==> config.mk <==
export PLATFORM = sky130hd
export DESIGN_NAME = settle_timer
export DESIGN_NICKNAME = d
export VERILOG_FILES = /design/src/rtl/func_response_checker_settle_timer.sv
export SDC_FILE = /design/constraint.sdc
export NUM_CORES = 1
export LEC_CHECK = 0
export CAP_MARGIN = 20
export CORE_AREA = 2 2 39 41
export CTS_BUF_LIST = sky130_fd_sc_hd__clkbuf_2 sky130_fd_sc_hd__clkbuf_4 sky130_fd_sc_hd__clkbuf_8
export DETAILED_ROUTE_END_ITERATION = 12
export DIE_AREA = 0 0 41 43
export PLACE_DENSITY_LB_ADDON = 0.05
export SKIP_CTS_REPAIR_TIMING = 1
export SLEW_MARGIN = 10
export SYNTH_ARGS = -nofsm -noshare
export SYNTH_HDL_FRONTEND = slang
export SYNTH_SLANG_ARGS = --single-unit
==> constraint.sdc <==
create_clock -name clk -period 1.85 [get_ports clk]
set_clock_uncertainty 0.2 [all_clocks]
set_input_delay 0.185 -clock clk [delete_from_list [all_inputs] [get_ports clk]]
set_output_delay 0.185 -clock clk [all_outputs]
set_load 0.05 [all_outputs]
==> src/rtl/func_response_checker_settle_timer.sv <==
// Settle timer: loadable down-counter with a zero flag.
// Sized for settle times up to 255 cycles.
module settle_timer #(
    parameter int W = 8
) (
    input  logic         clk,
    input  logic         rst_n,
    input  logic         load_i,
    input  logic         dec_i,
    input  logic [W-1:0] load_val_i,
    output logic         zero_o
);

    logic [W-1:0] cnt_q;
    logic [W-1:0] cnt_d;

    // next count: load wins over decrement
    always_comb begin
        cnt_d = cnt_q;
        if (load_i) begin
            cnt_d = load_val_i;
        end else if (dec_i) begin
            cnt_d = cnt_q - 1'b1;
        end
    end

    // count register
    always_ff @(posedge clk or negedge rst_n) begin
        if (!rst_n) begin
            cnt_q <= '0;
        end else begin
            cnt_q <= cnt_d;
        end
    end

    assign zero_o = (cnt_q == '0);

endmodule

==> results of run 1 <==
-- layer usage --
layer  up-vias  part of all wire, %  global-route usage [%]
met5         -                    0                       0
met2        12                   48                    23.8
met4         0                  1.1                    6.00
li1        225                    -                       -
met1       182                   46                    18.2
met3         2                  5.1                    6.81
-- critical path, cell delays in order (launching register included) --
cell     delay [ns]
dfrtp_1        0.39
or4_4          0.57
nor4b_4        0.32
buf_12         0.17
-- through the flow --
| step | setup WS (ns) | area, um^2 |
|---|---|---|
| 6_report | -0.232 | 723 |
| 5_1_grt | -0.287 | 723 |
| 4_1_cts | -0.243 | 718 |
| 3_5_place_dp | -0.126 | 696 |
| 3_3_place_gp | -0.117 | 696 |
| 2_1_floorplan | -0.135 | 493 |
-- worst paths after layout --
kind | start | endpoint | slack [ns] | cells after the start
worst max-delay path | cnt_q[6] | zero_o | -0.23 | 3
worst max register to register | cnt_q[6] | cnt_q[7] | 0.03 | 3
worst min register to register | cnt_q[6] | cnt_q[6] | 0.40 | 2
max in group asynchronous | rst_n | cnt_q[3] | 1.15 | 1
min in group clk | load_val_i[6] | cnt_q[6] | 0.29 | 3
worst min-delay path | rst_n | cnt_q[6] | 0.02 | 1
-- logic make-up (layout without fill, tap and decap cells) --
group	after synthesis	in the layout	share of synthesized area [%]
simple gates	23	23	29.8
buf+inv	3	25	3.17
flops	8	8	42.2
fa+ha+maj	2	2	5.28
compound gates	10	10	12.1
xor+xnor	4	4	7.39
-- Yosys cell counts (all sizes together) --
master	instances	area [um^2]
ha	2	25.0
nand3b	1	7.51
nand3	2	10.0
xor2	2	17.5
nor2b	2	12.5
nor4	1	6.26
inv	2	7.51
nand2	9	33.8
and4bb	1	12.5
or4	3	22.5
o31a	2	17.5
or3	1	7.51
o21ai	8	40.0
dfrtp	8	200
nor4b	1	8.76
buf	1	7.51
or4b	1	13.8
nand2b	1	6.26
xnor2	2	17.5
-- area by class of cell --
cell class / instances / area, um^2 / area share, %
well taps: 16 / 20.0 / 2.77
clock buffers: 3 / 22.5 / 3.11
flip-flops and latches: 8 / 200 / 27.7
multi-input cells: 39 / 283 / 39.1
repair buffers: 20 / 190 / 26.3
inverters: 2 / 7.51 / 1.04
-- report_power, final --
part           internal [W]  switching, W  total, W  leakage (nW)
logic             0.0000792     0.0000567  0.000136         0.197
clock network     0.0000741     0.0000571  0.000131        0.0138
registers          0.000196     0.0000159  0.000212        0.0957
total              0.000349      0.000130  0.000479         0.306
==> impl_metrics.tcl, run 1 <==
set metrics [dict create \
    die_x_um 41 \
    drcViolationCount 0 \
    nNetsFinal 88 \
    portBuffers 12 \
    crit_path_end_kind "primary output" \
    synth_seq_cells 8 \
    drtPass1Iterations 1 \
    clock_path_buffers 2 \
    rows 14 \
    syn_inst 50 \
    routabilityCongestion 0.698 \
    fp.dieH_um 43 \
    tightest_slew_ns 0.383 \
    vias 421 \
    mostFrequentLayoutCell "clkdlybuf4s50_1" \
    reg_top3 "cnt_q: 8 flops" \
    max_freq_mhz 480 \
    final.setup.tns_ns -0.232 \
    fin_crit_sh_pct 113 \
    initial_core_util_pct 34.3 \
    critPathKind "reg -> out" \
    grt_max_degree 12 \
    place_inst 85 \
    drive_gt1_share_pct 25.0 \
    first_global_vias 435 \
    wire_per_inst_um 11.8 \
    die_area_um2 1760 \
    cts_tree "yes" \
    rsz0062_at_grt "yes" \
    finalCriticalPeriod_ns 2.08 \
    ys_warn_count 0 \
    avgSynthCellArea_um2 9.48 \
    crit_fanout 3 \
    ant_nets 0 \
    insertion_delay_ns 0.25 \
    n_antenna_cell 0 \
    vias_per_cell 4.78 \
    power_leakage_nw 0.306 \
    antenna_found_initial 0 \
    clk_pin_slew_ns 0.05 \
    utilization_pct 52.3 \
    cts_max_level 1 \
    grt_overflow_total 0 \
    fillers 127 \
    regMostFlops "cnt_q" \
    cts-root-buf "clkbuf_4" \
    area_growth_pct 52.5 \
    cts_buffers 3 \
    cts_sinks 8 \
    drt-total-wl_um 1040 \
    ir_worst_vdd_mv 0.375 \
    cp.required_ns 1.46 \
    slew_headroom_pct 74.4 \
    final_cell_mix "11 x clkdlybuf4s50_1, 9 x nand2_1, 8 x o21ai_0, 8 x dfrtp_1, 8 x buf_4" \
    maxSlewViolCount 0 \
    instances_no_fill 88 \
    hold_viol_final 0 \
    power.density_nw_per_um2 662 \
    largest_register_ffs 8 \
    synth_nets 64 \
    hold_path_class "in -> async" \
    violations "negative setup slack" \
    yosysUniqueCellTypes 19 \
    syn_area_um2 474 \
    critPathLaunchType "flip-flop" \
    grt_pass1_wl_um 1840 \
    crit_arrival_ns 1.70 \
    setup_violations 1 \
    worst_slack_ns -0.232 \
    grt.total_usage_pct 15.5 \
    drv_cap 0 \
    drt-initial-drc-count 0 \
    ios 13 \
    coreArea_um2 1380 \
    total_power_w 0.000479 \
    holdWs_ns 0.0217 \
    synth_seq_area_share_pct 42.2 \
    outcome "finished, violations left" \
]
Power figures use the tool's default switching activity.
==> inputs of run 2 (changes only) <==
CORE_AREA = 5 5 42 44   (was 2 2 39 41)
DIE_AREA = 0 0 47 49   (was 0 0 41 43)
HOLD_SLACK_MARGIN = 0.1   (was unset)
==> impl_metrics.tcl, run 2 (synthesis gave the netlist of run 1 again) <==
set metrics [dict create \
    outcome "finished, violations left" \
    violations "negative setup slack" \
    fp.dieH_um 49 \
    drive_gt1_share_pct 22.2 \
    grt_overflow_total 0 \
    setup_violations 1 \
    die_area_um2 2300 \
    grt_use_met1_pct 13.9 \
    initial_core_util_pct 33.8 \
    n_antenna_cell 0 \
    hold_path_class "in -> reg" \
    cts_buffers 3 \
    grt_util_met3_pct 4.43 \
    reg_top3 "cnt_q: 8 flops" \
    pre_cts_slack_ns -0.129 \
    ir_worst_vdd_mv 0.459 \
    power_leakage_nw 0.301 \
    mostFrequentLayoutCell "clkdlybuf4s50_1" \
    clock_path_buffers 2 \
    nNetsFinal 88 \
    coreArea_um2 1400 \
    tightest_slew_ns 0.375 \
    stdcell_area_um2 721 \
    drt-total-wl_um 1030 \
    fin_crit_sh_pct 113 \
    ios 13 \
    dpl-instance-area_um2 688 \
    crit_fanout 3 \
    grt_max_degree 13 \
    maxSlewViolCount 0 \
    ant_nets 0 \
    hold_depth 3 \
    area_growth_pct 52.0 \
    hold_viol_final 0 \
    critPathKind "reg -> out" \
    cts_tree "yes" \
    worst_slack_ns -0.240 \
    critPathLaunchType "flip-flop" \
    finalCriticalPeriod_ns 2.09 \
    grt-busiest-layer "met1" \
    routabilityCongestion 0.702 \
    max_freq_mhz 479 \
    final_cell_mix "11 x clkdlybuf4s50_1, 9 x nand2_1, 8 x o21ai_0, 8 x dfrtp_1, 7 x buf_4" \
    crit_path_top_delay_cell "or4_4" \
    insertion_delay_ns 0.25 \
    met2_usage_pct 13.3 \
    rsz0062_at_grt "yes" \
    vias_per_cell 4.98 \
    crit_path_cell_trace "or4_4 -> nor4b_4 -> buf_12" \
    wire_per_inst_um 11.7 \
    drt-initial-drc-count 3 \
    largest_register_ffs 8 \
    grt_pass1_wl_um 1660 \
    crit_path_end_kind "primary output" \
    clk_pin_slew_ns 0.06 \
    cts-root-buf "clkbuf_4" \
    slew_headroom_pct 74.9 \
    die_x_um 47 \
    cp.required_ns 1.46 \
    rr_worst_depth 3 \
    rows 14 \
    cts_max_level 1 \
    drcViolationCount 0 \
    power.density_nw_per_um2 669 \
    max_stage_delay_ns 0.57 \
    regMostFlops "cnt_q" \
    portBuffers 12 \
    antenna_found_initial 0 \
    drv_cap 0 \
    r2r_setup_slack_ns 0.07 \
    cts_sinks 8 \
    first_global_vias 371 \
    vias 438 \
    drtPass1Iterations 3 \
    grt.total_usage_pct 10.5 \
    crit_arrival_ns 1.70 \
]
## run 2: layer usage
metal  vias to the layer above  wire (um)
met5                         -          0
met1                       197        463
met2                        13        461
li1                        224          -
met4                         0         27
met3                         4         82
## run 2: cell type report
type	instances	area [um^2]
clock buffers	3	22.5
fillers	146	681
inverters	2	7.51
multi-input cells	39	278
flip-flops and latches	8	200
well taps	16	20.0
repair buffers	20	193
## run 2: path summary, 6_finish.rpt
kind,start,endpoint
worst max-delay path,cnt_q[6],zero_o
worst min-delay path,load_val_i[0],cnt_q[0]
worst max register to register,cnt_q[6],cnt_q[7]
worst min register to register,cnt_q[6],cnt_q[6]
max in group asynchronous,rst_n,cnt_q[5]
min in group asynchronous,rst_n,cnt_q[7]
## run 2: through the flow
step	setup TNS (ns)	util, %	hold WS (ns)	total power, W	instances
after floorplan	-0.135	-	-0.311	0.000281	50
after global placement	-0.159	49.1	0.305	0.000348	84
after detailed placement	-0.174	49.1	0.298	0.000349	84
after CTS	-0.260	50.7	0.0181	0.000486	87
after global routing	-0.296	51.4	0.291	0.000508	88
final	-0.240	51.4	0.287	0.000482	88
## run 2: where the power goes
| part | internal [W] | total (W) | switching (W) |
|---|---|---|---|
| registers | 0.000196 | 0.000211 | 0.0000154 |
| clock network | 0.0000743 | 0.000135 | 0.0000606 |
| logic | 0.0000791 | 0.000136 | 0.0000572 |
## run 2: critical path: cells and delay by family (launching register included)
kind | cells | cell delay, ns
AND/OR/NAND/NOR | 2 | 0.89
flip-flops | 1 | 0.39
buffers and inverters | 1 | 0.17
